## config.mk

```make
export PLATFORM = sky130hd
export DESIGN_NAME = rfft_stage_sequencer
export DESIGN_NICKNAME = d
export VERILOG_FILES = /design/src/rtl/rfft_pkg.sv /design/src/rtl/rfft_wr_delay.sv /design/src/rtl/rfft_stage_sequencer.sv
export SDC_FILE = /design/constraint.sdc
export NUM_CORES = 1
export LEC_CHECK = 0
export CORE_MARGIN = 4
export CORE_UTILIZATION = 55
export CTS_BUF_LIST = sky130_fd_sc_hd__clkbuf_8
export DETAILED_ROUTE_END_ITERATION = 10
export MAX_ROUTING_LAYER = met4
export PLACE_DENSITY_LB_ADDON = 0.08
export SLEW_MARGIN = 20
export SYNTH_ARGS = -nofsm -noshare
export SYNTH_HDL_FRONTEND = slang
export SYNTH_SLANG_ARGS = --single-unit
```

## constraint.sdc

```tcl
create_clock -name clk -period 2.3 [get_ports clk]
set_input_delay 0.23 -clock clk [delete_from_list [all_inputs] [get_ports clk]]
set_output_delay 0.23 -clock clk [all_outputs]
set_load 0.005 [all_outputs]
```

## src/rtl/rfft_pkg.sv

```systemverilog
// Shared definitions for the RFFT stage sequencer: sizes, FSM encoding and
// the per-cycle read-side address function.
package rfft_pkg;

    localparam int ADDR_W     = 6;
    localparam int NUM_STAGES = 7;
    localparam int PE_LATENCY = 2;
    localparam int LAT        = PE_LATENCY + 1;
    localparam int STAGE_W    = 3;

    typedef enum logic [1:0] {
        IDLE,
        READ,
        DRAIN
    } seq_state_t;

    typedef struct packed {
        logic [ADDR_W-1:0] addr0;
        logic [ADDR_W-1:0] addr1;
        logic [ADDR_W-1:0] tf;
        logic              in_swap;
        logic              tag;
    } rd_fields_t;

    typedef struct packed {
        logic              valid;
        logic [ADDR_W-1:0] addr0;
        logic [ADDR_W-1:0] addr1;
        logic              swap;
    } wr_slot_t;

    // Top s bits set: the butterfly partner distance shrinks by half each pass.
    function automatic logic [ADDR_W-1:0] stage_mask(input logic [STAGE_W-1:0] s);
        logic [ADDR_W-1:0] m;
        m = '0;
        for (int i = 0; i < ADDR_W; i++) begin
            if (i >= ADDR_W - int'(s)) begin
                m[i] = 1'b1;
            end
        end
        return m;
    endfunction

    function automatic rd_fields_t read_fields(input logic [ADDR_W-1:0] cnt,
                                               input logic [STAGE_W-1:0] s);
        rd_fields_t        f;
        logic [ADDR_W-1:0] sh;
        f.addr0   = cnt;
        f.addr1   = cnt ^ stage_mask(s);
        f.tf      = cnt << s;
        sh        = cnt >> (ADDR_W - int'(s));
        f.in_swap = (s != '0) && sh[0];
        f.tag     = 1'b0;
        if (int'(s) < ADDR_W) begin
            sh    = cnt >> (ADDR_W - 1 - int'(s));
            f.tag = sh[0];
        end
        return f;
    endfunction

endpackage

```

## src/rtl/rfft_wr_delay.sv

```systemverilog
// Write-side delay line: carries read addresses and the output-swap tag forward
// by the bram+pe latency so writes land on the matching results.
module rfft_wr_delay
    import rfft_pkg::*;
#(
    parameter int DEPTH = LAT
)(
    input  logic              clk,
    input  logic              reset,
    input  logic              in_valid,
    input  logic [ADDR_W-1:0] in_addr0,
    input  logic [ADDR_W-1:0] in_addr1,
    input  logic              in_swap,
    output logic              out_valid,
    output logic [ADDR_W-1:0] out_addr0,
    output logic [ADDR_W-1:0] out_addr1,
    output logic              out_swap
);

    wr_slot_t line [DEPTH];

    // Invalid slots carry zeros so the write outputs rest at 0 between bursts.
    always_ff @(posedge clk) begin
        if (reset) begin
            for (int i = 0; i < DEPTH; i++) begin
                line[i] <= '0;
            end
        end else begin
            line[0] <= in_valid ? '{valid: 1'b1, addr0: in_addr0, addr1: in_addr1, swap: in_swap}
                                : '0;
            for (int i = 1; i < DEPTH; i++) begin
                line[i] <= line[i-1];
            end
        end
    end

    assign out_valid = line[DEPTH-1].valid;
    assign out_addr0 = line[DEPTH-1].addr0;
    assign out_addr1 = line[DEPTH-1].addr1;
    assign out_swap  = line[DEPTH-1].swap;

endmodule

```

## src/rtl/rfft_stage_sequencer.sv

```systemverilog
// Pass sequencer for the 4-bank RFFT: walks NUM_STAGES butterfly passes, each a
// 64-read burst followed by a drain so no pass reads data still in flight.
module rfft_stage_sequencer
    import rfft_pkg::*;
(
    input  logic               clk,
    input  logic               reset,
    input  logic               start,
    output logic               busy,
    output logic               done,
    output logic [STAGE_W-1:0] stage,
    output logic [ADDR_W-1:0]  rd_addr0,
    output logic [ADDR_W-1:0]  rd_addr1,
    output logic               in_swap,
    output logic [ADDR_W-1:0]  tf_addr,
    output logic [ADDR_W-1:0]  wr_addr0,
    output logic [ADDR_W-1:0]  wr_addr1,
    output logic               out_swap,
    output logic               we,
    output logic               bypass_n
);

    localparam int                 DRAIN_W    = $clog2(LAT + 1);
    localparam logic [STAGE_W-1:0] LAST_STAGE = STAGE_W'(NUM_STAGES - 1);
    localparam logic [STAGE_W-1:0] PENULT     = STAGE_W'(NUM_STAGES - 2);

    seq_state_t          state;
    logic [ADDR_W-1:0]   cnt;
    logic [DRAIN_W-1:0]  drain_cnt;
    rd_fields_t          rd;

    // Read-side fields are registered for the cycle they are presented, so
    // each transition loads the values belonging to the next counter value.
    always_ff @(posedge clk) begin
        if (reset) begin
            state     <= IDLE;
            cnt       <= '0;
            drain_cnt <= '0;
            stage     <= '0;
            busy      <= 1'b0;
            done      <= 1'b0;
            bypass_n  <= 1'b1;
            rd        <= '0;
        end else begin
            done <= 1'b0;
            case (state)
                IDLE: begin
                    if (start) begin
                        state    <= READ;
                        busy     <= 1'b1;
                        cnt      <= '0;
                        stage    <= '0;
                        bypass_n <= (LAST_STAGE != '0);
                        rd       <= read_fields('0, '0);
                    end
                end
                READ: begin
                    if (cnt == '1) begin
                        state     <= DRAIN;
                        drain_cnt <= '0;
                        rd        <= '0;
                    end else begin
                        cnt <= cnt + 1'b1;
                        rd  <= read_fields(cnt + 1'b1, stage);
                    end
                end
                DRAIN: begin
                    if (drain_cnt == DRAIN_W'(LAT - 1)) begin
                        if (stage == LAST_STAGE) begin
                            state    <= IDLE;
                            busy     <= 1'b0;
                            done     <= 1'b1;
                            stage    <= '0;
                            bypass_n <= 1'b1;
                        end else begin
                            state    <= READ;
                            stage    <= stage + 1'b1;
                            bypass_n <= (stage != PENULT);
                            cnt      <= '0;
                            rd       <= read_fields('0, stage + 1'b1);
                        end
                    end else begin
                        drain_cnt <= drain_cnt + 1'b1;
                    end
                end
                default: state <= IDLE;
            endcase
        end
    end

    assign rd_addr0 = rd.addr0;
    assign rd_addr1 = rd.addr1;
    assign tf_addr  = rd.tf;
    assign in_swap  = rd.in_swap;

    rfft_wr_delay #(
        .DEPTH (LAT)
    ) u_wr_delay (
        .clk       (clk),
        .reset     (reset),
        .in_valid  (state == READ),
        .in_addr0  (rd.addr0),
        .in_addr1  (rd.addr1),
        .in_swap   (rd.tag),
        .out_valid (we),
        .out_addr0 (wr_addr0),
        .out_addr1 (wr_addr1),
        .out_swap  (out_swap)
    );

endmodule

```

After elaboration in Yosys (flattened, before gate mapping):

Memories as Yosys holds them, arrays and structs flattened.
Index checks and enable logic that the tools add are counted.

* register bits: 36
* memory bits (writable): 42
* bits of input ports: 3
* word-level logic and storage cells: 143
* memories kept: 1

Memory list
* u_wr_delay.line: words 3, bits a word 14, read ports 3, clocked after memory_dff 0, write ports 3, RTL line rfft_wr_delay.sv:20 `wr_slot_t line [DEPTH];`

* add/sub/neg operators: 7
* order comparisons: 14
* equal/unequal tests: 13
* shift operators: 6
* multiplexer cells: 69
* bitwise logic cells: 6
* reduce and logical (&&, ||, !) cells: 15

Operators with widths (count)
* $ge 3x32->1 const A: 4
* $ge 4x32->1 const A: 4
* $mux 20: 4
* $ge 1x32->1 const A: 2
* $ge 2x32->1 const A: 2
* $shr 1x32->1 const A: 2
* $shr 6x32->1: 2
* $pmux 20 s3: 1
* $mux 14: 4
* $mux 1: 42
* $mux 6: 4
* $pmux 6 s3: 1
* $sub 3x3->4 const A: 4
* $ne 2x2->1 const B: 7
* $mux 2: 5
* $mux 3: 3
* $reduce_and 3->1: 3
* $reduce_bool 3->1: 3
* $reduce_and 4->1: 2
* $add 6x1->6 const B: 1
* $eq 6x6->1 const B: 1
* $lt 3x3->1 const B: 2
* $pmux 2 s3: 1
* $pmux 3 s2: 1
* 18 further kinds: 25

Longest topological paths before layout:

* depth in word-level cells: 9
* depth in mapped cells: 9
* depth with buffers taken out: 7

Cells and area by module:

Synthesis repeated with hierarchy kept, for this count alone.

* cell total of the unflattened synthesis: 426
* area, all modules: 3788.6 um^2

Modules (own cells, without submodules)
* rfft_stage_sequencer: times used 1, cells an instance 325, area an instance 2534.9 um^2, sequential area each 720.7 um^2
* rfft_wr_delay: times used 1, cells an instance 101, area an instance 1253.7 um^2, sequential area each 840.8 um^2

Worst setup path before layout:

No wires, ideal clock.

* path kind: register -> register
* start: reg stage[0]
* end: reg rd, in the netlist rd_addr0[0]
* setup time: 128 ps
* arrival: 1954 ps
* path slack: 219 ps
* cell stages (with the launch flop): 9
* buffers on the path: 2
* clock period less this slack: 2081 ps
* path through: dfxtp_1 -> inv_2 -> ha_1 -> and3_4 -> or4_4 -> buf_6 -> buf_6 -> a22oi_1 -> nor2_1

* cells in the longest elaborated chain, start to end: 3

Ends and longest elaborated chain
* start, declared: RTL line rfft_stage_sequencer.sv:11 `output logic [STAGE_W-1:0] stage,`
* start signal, assigned: RTL line rfft_stage_sequencer.sv:77 `stage <= stage + 1'b1;`
* $eq 3x3->1: RTL line rfft_stage_sequencer.sv:69 `if (stage == LAST_STAGE) begin`
* $ne 2x2->1 (no source line)
* $reduce_and 4->1 (no source line)
* end signal, assigned: RTL line rfft_stage_sequencer.sv:54 `rd <= read_fields('0, '0);`
* end signal, assigned: RTL line rfft_stage_sequencer.sv:64 `rd <= read_fields(cnt + 1'b1, stage);`
* end signal, assigned: RTL line rfft_stage_sequencer.sv:80 `rd <= read_fields('0, stage + 1'b1);`
* end, declared: RTL line rfft_stage_sequencer.sv:30 `rd_fields_t rd;`

No other way between the ends.
A chain may end at the register's enable or synchronous reset.

Worst setup path in the final report:

* start: reg state[1]
* end: reg rd[0] (netlist bit)

* cells in the longest elaborated chain, start to end: 3
* elaborated cells between the ends (all ways): 9

Ends and longest elaborated chain
* start, declared: RTL line rfft_stage_sequencer.sv:27 `seq_state_t state;`
* start signal, assigned: RTL line rfft_stage_sequencer.sv:36 `state <= IDLE;`
* start signal, assigned: RTL line rfft_stage_sequencer.sv:49 `state <= READ;`
* start signal, assigned: RTL line rfft_stage_sequencer.sv:59 `state <= DRAIN;`
* $eq 2x2->1, or another cell as far along: RTL line rfft_stage_sequencer.sv:46 `case (state)`
* $ne 2x2->1 (no source line) / $reduce_bool 3->1 (equally long branches)
* $reduce_and 4->1 (no source line)

Several ways; a longest one is shown, not always the timed one.

==> impl_results.md <==
- Status: completed
- Crit path cell chain: inv_1, ha_1, nor2b_1, nor4_1, and3_1, nand2_1, o41ai_2
- Post-synth EDFFs: 0
- Min-delay worst type: input port to flip-flop
- Post-Synth Adder-Cell Area: 7.082%
- Tightest Pin Transition: 0.5891 ns
- Core area: 6061 sq um
- Synth warn: 0
- Worst Hold Margin: 0.1576 ns
- Main synth FF type: dfxtp_1
- Synth Register Bits: 78
- RSZ-0062 raised after global routing: no
- Final min period: 2.171 ns
- Hold EP: state[0]
- Layout cells sized above 1: 12.06%
- Fin cells: 498
- Via count of the first global-routing pass: 2661
- Required @ worst endpoint: 2.55 ns
- Initial antenna violation count: 0
- Crit Path Category: flip-flop to flip-flop
- Mapped Nets: 402
- Setup crit end kind: flip-flop
- Setup repair bufs after CTS: 0
- Final Util: 69.34%
- I/O Buffers: 41
- Die height: 88.15 um
- Slew margin rel.: 60.31%
- CP Max Fanout: 5
- Area grow syn2layout: 18.94%
- IO Pins: 42
- Slew Viols, Final: 0
- Fmax: 460.7 MHz
- Max Cap Viol: 0
- Lkg Pwr: 1.631 nW
- Largest family of logic cells by synthesized area: simple AND/OR/NAND/NOR gates
- Reg2reg path depth: 7
- CTS max path bufs: 2
- R2r endpoint: rd[0]
- FP Rows: 28
- Routed vias/inst: 5.705
- Setup TNS: 0 ns
- Async SR Flop Fraction: 0%
- DR iter-0 viols: 238
- Crit path launch type: flip-flop
- Library cells used by synthesis: 57
- WL final: 7927 um
- CTS Sinks: 78
- # fillers: 493
- NumNets Final: 441
- Initial Util: 58.30%
- Placed Instances: 481
- N_diodes: 0
- 1st-pass router iterations: 6
- Flop2flop setup slack: 0.13 ns
- HP Start: reset
- Die area: 7770 sq um
- Post-Syn Area: 3533 sq um
- Placer Congestion: 0.9643
- Root Buffer: clkbuf_8
- Simple-gate share of the synthesized area: 19.41%
- Final period utilization: 94.37%
- GRT Total Usage: 21.65%
- Area of the multi-input gates: 1723 sq um
- DRC viols: 0
- Syn Inst Count: 379
- Post-Synth XOR/XNOR Area: 3.364%
- Grt ovf: 0
- Post-synthesis mux area share: 1.523%
- Clock Latency Late Sink: 0.35 ns
- Final setup skew: 0.009936 ns
- Post-DP HPWL: 5525 um
- WL per Instance: 15.92 um
- Die Span X: 88.15 um
- CTS tree: built
- TritonCTS Buffers: 9
- Maximum number of pins on one net before global-route repair: 29
- Register area: 1563 sq um
- VDD IR max: 0.3672 mV
- CTS H-tree depth: 3
- Final Hold Viols: 0
- Vias: 2841
- Power per cell area: 622.3 nW/um^2
- Post_cts resized: 0
- Global-route wire length before repair: 12610 um
- Synth Area in Compound Gates: 16.93%
- Clk slew on worst S/H paths: 0.08 ns
- Mean Syn Cell Area: 9.323 sq um
- Critical Path Slowest Stage Cell: dfxtp_1
- Seq/Total Area, Yosys: 44.19%
- Worst Hold Depth: 2
- Post-CTS Hold Buffers: 0
- CP peak stage delay: 0.42 ns
- Setup violators final: 0
- FF-to-FF Start: state[1]
- Worst EP arrival: 2.42 ns
- ANT nets after route: 0
## through the flow
| stage | worst slack (ns) | power, mW | area [sq um] |
|---|---|---|---|
| after floorplan | 0.2187 | 1.547 | 3533 |
| after detailed placement | 0.1082 | 1.614 | 3985 |
| after CTS | 0.06543 | 2.625 | 4185 |
| after global placement | 0.1978 | 1.608 | 3985 |
| after global routing | 0.04193 | 2.726 | 4203 |
| final | 0.1295 | 2.615 | 4203 |
## flip-flops by register name (all words and copies together) (netlist names), 2 cells and up
register / cells
u_wr_delay.line: 42
cnt: 6
rd_addr0: 6
rd_addr1: 6
tf_addr: 6
stage: 3
drain_cnt: 2
state: 2
## final cells by class
type                       instances  area share [%]
sequential                        78           37.18
timing repair buffer              62           13.40
inverter                          16           1.429
clock inverter                     6           1.489
multi-input combinational        251           40.99
clock buffer                      10           3.275
tap                               75           2.233
## how the worst max path moves through the flow
stage	endpoint	depth (start not counted)	slack, ns	startpoint
finish	rd[0]	7	0.13	state[1]
global route	rd_addr0[5]	6	0.04	state[0]
CTS	rd_addr0[5]	6	0.07	state[0]
detailed placement	rd_addr0[5]	6	0.11	state[0]
global placement	rd_addr0[5]	6	0.20	state[0]
floorplan	rd_addr0[0]	8	0.22	stage[0]
## logic make-up (layout without fill, tap and decap cells)
family | count (synthesis) | in the layout
flops | 78 | 78
xor+xnor | 12 | 12
buf+inv | 51 | 94
compound gates | 84 | 84
mux | 4 | 4
simple gates | 130 | 131
fa+ha+maj | 20 | 20
## layout by cell type, fill, tap and decap left out, types with 5 or more instances in the layout
| cell | count |
|---|---|
| a21oi_1 | 14 |
| a22oi_1 | 11 |
| a32oi_1 | 5 |
| and2_1 | 16 |
| buf_4 | 21 |
| clkbuf_8 | 10 |
| clkdlybuf4s50_1 | 40 |
| dfxtp_1 | 77 |
| ha_1 | 20 |
| inv_1 | 16 |
| nand2_1 | 20 |
| nand3_1 | 10 |
| nor2_1 | 28 |
| nor2b_1 | 35 |
| o21ai_0 | 19 |
| xnor2_1 | 6 |
| xor2_1 | 5 |
## synth_stat cells (10+ instances only)
library cell  count  area, sq um
dfxtp_1          78         1562
nand3_1          10        50.05
inv_1            15        56.30
nor2b_1          35        219.0
buf_4            12        90.09
o21ai_0          19        95.09
a22oi_1          11        82.58
a21oi_1          14        70.07
clkbuf_1         15        56.30
nand2_1          20        75.07
and2_1           16        100.1
ha_1             20        250.2
nor2_1           29        108.9
## routing by layer
metal,routed length [um],track usage (%),vias up
li1,-,-,1387
met1,3451,26.89,1319
met2,3759,33.63,116
met3,531,5.174,19
met4,184,9.203,0
met5,0,-,-
## worst max-delay path, delay by kind of cell (launching register included)
family	cells	cell delay, ns
adders and majority gates	1	0.23
AOI/OAI and AO/OA	1	0.32
buffers and inverters	1	0.09
and+or+nand+nor	4	1.02
DFF	1	0.42
## where the power goes
part	switching, mW	total, mW	internal (mW)
Sequential	0.0102	1.37	1.36
Clock	0.496	1.02	0.527
Combinational	0.144	0.218	0.0741
Power figures use the tool's default switching activity.
